[config.mk]
export PLATFORM = sky130hd
export DESIGN_NAME = tmr_error_logger_flat
export DESIGN_NICKNAME = d
export VERILOG_FILES = /design/src/rtl/tmr_error_logger_if.sv /design/src/rtl/tmr_error_logger.sv /design/src/flat_wrapper.sv
export SDC_FILE = /design/constraint.sdc
export NUM_CORES = 1
export LEC_CHECK = 0
export CORE_ASPECT_RATIO = 0.9
export CORE_UTILIZATION = 52
export CTS_CLUSTER_DIAMETER = 120
export DETAILED_ROUTE_END_ITERATION = 10
export PLACE_DENSITY = 0.76
export SLEW_MARGIN = 40
export SYNTH_ARGS = -nofsm -noshare
export SYNTH_HDL_FRONTEND = slang
export SYNTH_SLANG_ARGS = --single-unit
export TNS_END_PERCENT = 5
[constraint.sdc]
create_clock -name clk -period 2.2 [get_ports clk]
set_input_delay 0.44 -clock clk [delete_from_list [all_inputs] [get_ports clk]]
set_output_delay 0.44 -clock clk [all_outputs]
set_load 0.05 [all_outputs]
[src/rtl/tmr_error_logger_if.sv]
// tmr_error_logger_if: sample, log-reader and status signals of the TMR error logger.
// master = TMR stage plus host reader side, slave = logger.
interface tmr_error_logger_if #(
   parameter int DATA_LEN = 8,
   parameter int CNT_W    = 8
);
   logic [DATA_LEN-1:0] data_in;
   logic                TMR_error;
   logic                sample_en;
   logic                clear;
   logic [DATA_LEN-1:0] log_data;
   logic [CNT_W-1:0]    log_stamp;
   logic                log_valid;
   logic                log_ready;
   logic [CNT_W-1:0]    err_count;
   logic                alarm;
   logic                overflow;
   modport master (
      output data_in, TMR_error, sample_en, clear, log_ready,
      input  log_data, log_stamp, log_valid, err_count, alarm, overflow
   );
   modport slave (
      input  data_in, TMR_error, sample_en, clear, log_ready,
      output log_data, log_stamp, log_valid, err_count, alarm, overflow
   );
endinterface

[src/rtl/tmr_error_logger.sv]
// tmr_error_logger: counts voted error samples, logs {stamp, data} into an FWFT FIFO
// and raises a sticky alarm after ALARM_THRESH consecutive error samples.
module tmr_error_logger #(
   parameter int DATA_LEN     = 8,
   parameter int DEPTH        = 4,
   parameter int CNT_W        = 8,
   parameter int ALARM_THRESH = 3
) (
   input logic                 clk,
   input logic                 reset,
   tmr_error_logger_if.slave   bus
);
   localparam int AW = $clog2(DEPTH);
   typedef enum logic [1:0] {IDLE, RUN, ALARM} state_t;
   logic [DATA_LEN-1:0] r_data [DEPTH];
   logic [CNT_W-1:0]    r_stamp_mem [DEPTH];
   logic [AW:0]         r_wptr, r_rptr;
   logic [CNT_W-1:0]    r_stamp, r_err_cnt, r_run_cnt;
   state_t              r_state;
   logic                r_alarm, r_ovf;
   logic                w_empty, w_full, w_pop, w_err, w_clean, w_push;
   logic [CNT_W-1:0]    w_run_nxt;
   assign w_empty   = r_wptr == r_rptr;
   assign w_full    = (r_wptr[AW] != r_rptr[AW]) && (r_wptr[AW-1:0] == r_rptr[AW-1:0]);
   assign w_pop     = !w_empty && bus.log_ready;
   assign w_err     = bus.sample_en && bus.TMR_error;
   assign w_clean   = bus.sample_en && !bus.TMR_error;
   // a full FIFO still accepts when the head leaves in the same cycle
   assign w_push    = w_err && (!w_full || w_pop);
   assign w_run_nxt = (r_run_cnt == CNT_W'(ALARM_THRESH)) ? r_run_cnt : r_run_cnt + 1'b1;
   assign bus.log_valid = !w_empty;
   assign bus.log_data  = r_data[r_rptr[AW-1:0]];
   assign bus.log_stamp = r_stamp_mem[r_rptr[AW-1:0]];
   assign bus.err_count = r_err_cnt;
   assign bus.alarm     = r_alarm;
   assign bus.overflow  = r_ovf;
   always_ff @(posedge clk) begin
      if (reset) begin
         for (int i = 0; i < DEPTH; i++) begin
            r_data[i]      <= '0;
            r_stamp_mem[i] <= '0;
         end
         r_wptr    <= '0;
         r_rptr    <= '0;
         r_stamp   <= '0;
         r_err_cnt <= '0;
         r_run_cnt <= '0;
         r_state   <= IDLE;
         r_alarm   <= 1'b0;
         r_ovf     <= 1'b0;
      end else begin
         r_stamp <= r_stamp + 1'b1;
         if (w_push) begin
            r_data[r_wptr[AW-1:0]]      <= bus.data_in;
            r_stamp_mem[r_wptr[AW-1:0]] <= r_stamp;
            r_wptr                      <= r_wptr + 1'b1;
         end
         if (w_pop) r_rptr <= r_rptr + 1'b1;
         // clear wins over the counters and FSM, but the FIFO push above still happens
         if (bus.clear) begin
            r_err_cnt <= '0;
            r_run_cnt <= '0;
            r_ovf     <= 1'b0;
            r_state   <= IDLE;
            r_alarm   <= 1'b0;
         end else if (w_err) begin
            if (!w_push) r_ovf <= 1'b1;
            if (r_err_cnt != '1) r_err_cnt <= r_err_cnt + 1'b1;
            r_run_cnt <= w_run_nxt;
            if (w_run_nxt == CNT_W'(ALARM_THRESH)) begin
               r_state <= ALARM;
               r_alarm <= 1'b1;
            end else if (r_state != ALARM) r_state <= RUN;
         end else if (w_clean) begin
            r_run_cnt <= '0;
            if (r_state != ALARM) r_state <= IDLE;
         end
      end
   end
endmodule
[src/flat_wrapper.sv]
// flat-port wrapper written by rule: the top's interface ports become plain ports
module tmr_error_logger_flat 
#(
   parameter int DATA_LEN     = 8,
   parameter int DEPTH        = 4,
   parameter int CNT_W        = 8,
   parameter int ALARM_THRESH = 3
)
  (clk, reset, bus_data_in, bus_TMR_error, bus_sample_en, bus_clear, bus_log_ready, bus_log_data, bus_log_stamp, bus_log_valid, bus_err_count, bus_alarm, bus_overflow);
  tmr_error_logger_if #(.DATA_LEN(DATA_LEN), .CNT_W(CNT_W)) bus_i ();
  input logic clk;
  input logic reset;
  input wire logic [$bits(bus_i.data_in)-1:0] bus_data_in;
  input wire logic [$bits(bus_i.TMR_error)-1:0] bus_TMR_error;
  input wire logic [$bits(bus_i.sample_en)-1:0] bus_sample_en;
  input wire logic [$bits(bus_i.clear)-1:0] bus_clear;
  input wire logic [$bits(bus_i.log_ready)-1:0] bus_log_ready;
  output wire logic [$bits(bus_i.log_data)-1:0] bus_log_data;
  output wire logic [$bits(bus_i.log_stamp)-1:0] bus_log_stamp;
  output wire logic [$bits(bus_i.log_valid)-1:0] bus_log_valid;
  output wire logic [$bits(bus_i.err_count)-1:0] bus_err_count;
  output wire logic [$bits(bus_i.alarm)-1:0] bus_alarm;
  output wire logic [$bits(bus_i.overflow)-1:0] bus_overflow;
  assign bus_i.data_in = bus_data_in;
  assign bus_i.TMR_error = bus_TMR_error;
  assign bus_i.sample_en = bus_sample_en;
  assign bus_i.clear = bus_clear;
  assign bus_i.log_ready = bus_log_ready;
  assign bus_log_data = bus_i.log_data;
  assign bus_log_stamp = bus_i.log_stamp;
  assign bus_log_valid = bus_i.log_valid;
  assign bus_err_count = bus_i.err_count;
  assign bus_alarm = bus_i.alarm;
  assign bus_overflow = bus_i.overflow;
  tmr_error_logger #(.DATA_LEN(DATA_LEN), .DEPTH(DEPTH), .CNT_W(CNT_W), .ALARM_THRESH(ALARM_THRESH)) u_core (.clk(clk), .reset(reset), .bus(bus_i));
endmodule
---- Word-level counts from Yosys, hierarchy flattened ----
Memories as Yosys holds them, arrays and structs flattened. A register that Yosys moved wholly into a read port is not among the register bits.
Index checks and enable logic that the tools add are counted.
cells by class
  muxes and demuxes ....................... 18
  $add $sub $neg .......................... 5
  equal/unequal tests ..................... 6
  bitwise operators ....................... 1
  reductions and logical operators ........ 16
operator list
  cell                                            count
  two-way mux 8 bit                               5
  adder 8 x 1 -> 8 bit (second input constant)    3
  == test 8 x 2 -> 1 bit (second input constant)  2
  OR reduction 8 bit                              2
  two-way mux 2 bit                               6
  inequality test 8 bit (second input constant)   1
  two-way mux 1 bit                               7
  adder 3 x 1 -> 3 bit (second input constant)    2
  AND reduction 2 bit                             3
  logical AND 1 bit                               5
  == test 3 bit                                   1
  zero test 1 bit                                 3
  == test 2 bit                                   1
  nonzero test 2 bit                              1
  OR reduction 2 bit                              1
  logical OR 1 bit                                1
  inequality test 1 bit                           1
  inverter 1 bit                                  1
storage, ports and cells
  register bits ........................... 32
  memory bits (writable) .................. 64
  input port bits ......................... 14
  word-level logic and storage cells ...... 55
  memories ................................ 2
  output and inout bits ................... 27
memory list
  memory              depth  width  read ports  clocked after memory_dff  wr ports  RTL line                text
  u_core.r_data       4      8      1           1                         4         tmr_error_logger.sv:15  logic [DATA_LEN-1:0] r_data [DEPTH];
  u_core.r_stamp_mem  4      8      1           1                         4         tmr_error_logger.sv:16  logic [CNT_W-1:0] r_stamp_mem [DEPTH];

---- Depth between registers and ports, before layout ----
  depth in word-level cells ............... 10
  mapped depth ............................ 6
  gate-level depth less buffers ........... 5

---- Worst setup path before layout ----
Ideal clock, no wire load.
  path kind ............................... register -> register
  from .................................... reg u_core.r_wptr[1]
  to ...................................... mem u_core.r_data[3][0], enable pin
  data arrival time ....................... 1924 ps
  cell stages (with the launch flop) ...... 4
  required time ........................... 1805 ps
  path buffers ............................ 0
  setup slack ............................. -119 ps
  setup time .............................. 395 ps
  path through ............................ dfxtp_1 > xor2_2 > o41ai_4 > o21bai_1
RTL lines
  what                      RTL line                text
  start: declaration        tmr_error_logger.sv:17  logic [AW:0] r_wptr, r_rptr;
  start signal: assignment  tmr_error_logger.sv:56  r_wptr <= r_wptr + 1'b1;
  end: declaration          tmr_error_logger.sv:15

==> flow_summary_export.csv <==
group,metric,value,unit
floorplan,placement_rows,31,
synthesis,synthDominantAreaCellType,"sky130_fd_sc_hd__edfxtp_1",
clock_tree,cts-hold-fix-buffers,0,
place,io_buffer_count,40,
synthesis,netlist_area,4500,um^2
final_layout,design.final.nets,422,
run_status,run_status,"finished clean",
routing,vias_per_cell,5.48,
floorplan,core,8220,um^2
floorplan,overall_die_width,100,um
worst_setup_path,worst_ep_required_time,1.76,ns
final_layout,final_common_cell,"sky130_fd_sc_hd__and2_1",
floorplan,floorplan.die_area,9030,um^2
synthesis,synth.lib_cells_used.distinct,51,
pwr,power.share.sequential,53.1,%
place,post_dp_area,5130,um^2
global_route,antenna_found_initial,0,
worst_setup_path,worstSetupStartpointType,"register",
pwr,combinationalPowerShare,18.0,%
pwr,switching_fraction_of_total_power,29.2,%
clock_tree,tritoncts,"built",
timing,finalCritPeriodShare,95.8,%
synthesis,synthCells,350,
place,dpl.hpwl,5.69,mm
timing,slew_viol_final,0,
synthesis,yosysWarnings,0,
worst_hold_path,whs_path_depth,2,
synthesis,fraction_of_synthesized_cell_area_taken_by_the_top_area_cell_type,42.7,%
final_layout,instances_no_fill,523,
timing,worst_slew_margin_rel,57.5,%
clock_tree,cts_made_buffers,9,
clock_tree,cts_post_setup_buffers_inserted,0,
timing,skew,0.0181,ns
global_route,grt_pass1_wl,14.4,mm
final_layout,n_antenna_cell,0,
global_route,global_route.peak_usage_layer,"met2",
clock_tree,cts_repair_resize_count,0,
global_route,groute.layer.met1.usage,25.8,%
clock_tree,clkLatencyLatePin,0.36,ns
global_route,grt.met2_usage,37.5,%
pwr,p_per_area,730,nW/um^2
timing,fmax,0.475,GHz
routing,route.vias.total,2864,
synthesis,synth_enable_flop_cells,64,
worst_setup_path,criticalPathCategory,"reg2out",
clock_tree,cts.reportedPaths.clkPinSlew,0.11,ns
synthesis,postSynthAreaPerCell,12.9,um^2
routing,post-route-drc-count,0,
pwr,power.internal,0.00275,W
timing,final_hold_viols,0,
clock_tree,cts.root.buffer_cell,"sky130_fd_sc_hd__clkbuf_8",
global_route,grt.total_usage,20.9,%
pwr,power_leakage,1.95,nW
final_layout,fraction_of_layout_cells_with_a_size_suffix_above_1,19.4,%
global_route,number_of_global_route_vias_before_repair,2887,
final_layout,register_area,2600,um^2
worst_setup_path,endpoint_kind,"output port",
worst_setup_path,worst-endpoint-arrival,1.67,ns
synthesis,synth_flop_cell,"sky130_fd_sc_hd__edfxtp_1",
worst_setup_path,path_max_fanout,10,
pwr,proportion_of_power_drawn_by_the_clock_network,28.9,%
timing,timing.final.setup_violations,0,
global_route,grt_start_max_net_pins,26,
clock_tree,htree_num_levels,3,
final_layout,multiInputGateArea,1810,um^2
pwr,power.switching,0.00114,W
synthesis,synth_seq_cells,98,
synthesis,synthesis.nets,369,
clock_tree,clock_tree.buffer_depth,2,
timing,rsz_0062_raised_after_global_routing,"false",
global_route,met3_usage,4.20,%
synthesis,synth_async_sr_flop_share,0,%
floorplan,num_io_pins,41,
routing,drt_iter0_drc,163,
global_route,global_route.overflow_total,0,
place,dp.cells,507,
final_layout,design_area,5330,um^2
final_layout,fillCellCount,643,
floorplan,initial_core_util,54.7,%
pwr,post-layout-total-power,0.00389,W
synthesis,synth_sequential_area_ratio,57.9,%
synthesis,synth_area_leaders,"sky130_fd_sc_hd__edfxtp_1 (43%), sky130_fd_sc_hd__dfxtp_1 (15%), sky130_fd_sc_hd__and2_1 (9.2%)",
run,max-cap-violations,0,
floorplan,dieHeight,90.2,um
timing,finalHoldWorstSlack,0.481,ns
timing,final.min_clock_period,2.11,ns
routing,drt_first_pass_iters,4,
timing,tightest_slew,0.636,ns
worst_hold_path,holdCritPathClass,"reg2reg",
clock_tree,clock_net_sink_count,98,
final_layout,area.growth.synth_to_final,18.4,%
routing,route.antenna.remaining_nets,0,
place,gp_routability_congestion,0.893,
final_layout,most_frequent_cells_in_the_layout,"sky130_fd_sc_hd__and2_1 (66), sky130_fd_sc_hd__edfxtp_1 (64), sky130_fd_sc_hd__dfxtp_1 (34)",
routing,drt-total-wl,8.55,mm
worst_setup_path,rr_worst_depth,4,
pwr,peakVddDrop,0.436,mV
routing,routedWlPerCell,16.4,um
cells in the mapped netlist (all sizes together), types with 5 or more instances:
library cell and number:
a21oi 8, and2 67, buf 5, clkbuf 11, dfxtp 34, edfxtp 64, ha 5, mux4 16
nand2 11, nand3 8, nor2 32, o21ai 9, xnor2 5, xor2 14
worst max-delay path: stages (launching register included):
cell and delay, ns:
sky130_fd_sc_hd__dfxtp_1 0.34, sky130_fd_sc_hd__buf_4 0.23, sky130_fd_sc_hd__mux4_2 0.54, sky130_fd_sc_hd__buf_4 0.21
registers in the layout, indices dropped and copies added, names as in the netlist, named ones only:
register,cells
u_core.bus.err_count,8
u_core.r_stamp,8
u_core.r_wptr,3
u_core.bus.overflow,1
u_core.r_data,32
u_core.r_rptr,3
u_core.bus.alarm,1
u_core.r_run_cnt,8
u_core.r_stamp_mem,32
power by group through the flow:
stage / logic [W] / clock network (W) / registers (W)
2_1_floorplan: 0.000468 / 0 / 0.00210
3_3_place_gp: 0.000700 / 0 / 0.00210
3_5_place_dp: 0.000711 / 0 / 0.00211
4_1_cts: 0.000713 / 0.00115 / 0.00206
5_1_grt: 0.000743 / 0.00122 / 0.00207
6_report: 0.000701 / 0.00112 / 0.00206
metal layers:
layer / part of all wire [%] / wire [um] / vias up
li1: - / - / 1385
met1: 41 / 3520 / 1389
met2: 53 / 4500 / 86
met3: 5.6 / 475 / 4
met4: 0.70 / 60 / 0
met5: 0 / 0 / -
stage by stage:
stage | util, % | TNS (ns) | setup slack (ns)
2_1_floorplan | - | -3.00 | -0.0825
3_3_place_gp | 62.4 | -15.63 | -0.213
3_5_place_dp | 62.4 | -20.82 | -0.258
4_1_cts | 64.8 | 0 | 0.0490
5_1_grt | 64.8 | 0 | 0.0120
6_report | 64.8 | 0 | 0.0928
kinds of logic (layout without fill, tap and decap cells):
logic type / count (synthesis) / in the layout / synth area share [%]
AOI/OAI and AO/OA: 41 / 41 / 6.56
xor gates and xnor gates: 19 / 19 / 4.03
adders and majority gates: 5 / 5 / 1.39
buffers and inverters: 20 / 78 / 1.92
DFF: 98 / 98 / 57.9
muxes: 20 / 20 / 8.90
and+or+nand+nor: 147 / 147 / 19.3
path summary, 6_finish.rpt:
kind	to	startpoint	slack (ns)
min reg2reg	u_core.bus.overflow	u_core.bus.overflow	0.48
min	u_core.bus.overflow	u_core.bus.overflow	0.48
max reg2reg	u_core.r_data[0][3]	u_core.r_wptr[1]	0.13
max	bus_log_stamp[4]	register	0.09
final cells by class:
type	count	share of cell area, %
clock buffer	9	2.33
multi-input combinational	232	34.0
tap	115	2.70
clock inverter	7	1.39
inverter	4	0.282
sequential	98	48.8
timing repair buffer	58	10.4
No activity file was read; power rests on OpenSTA's default activity.
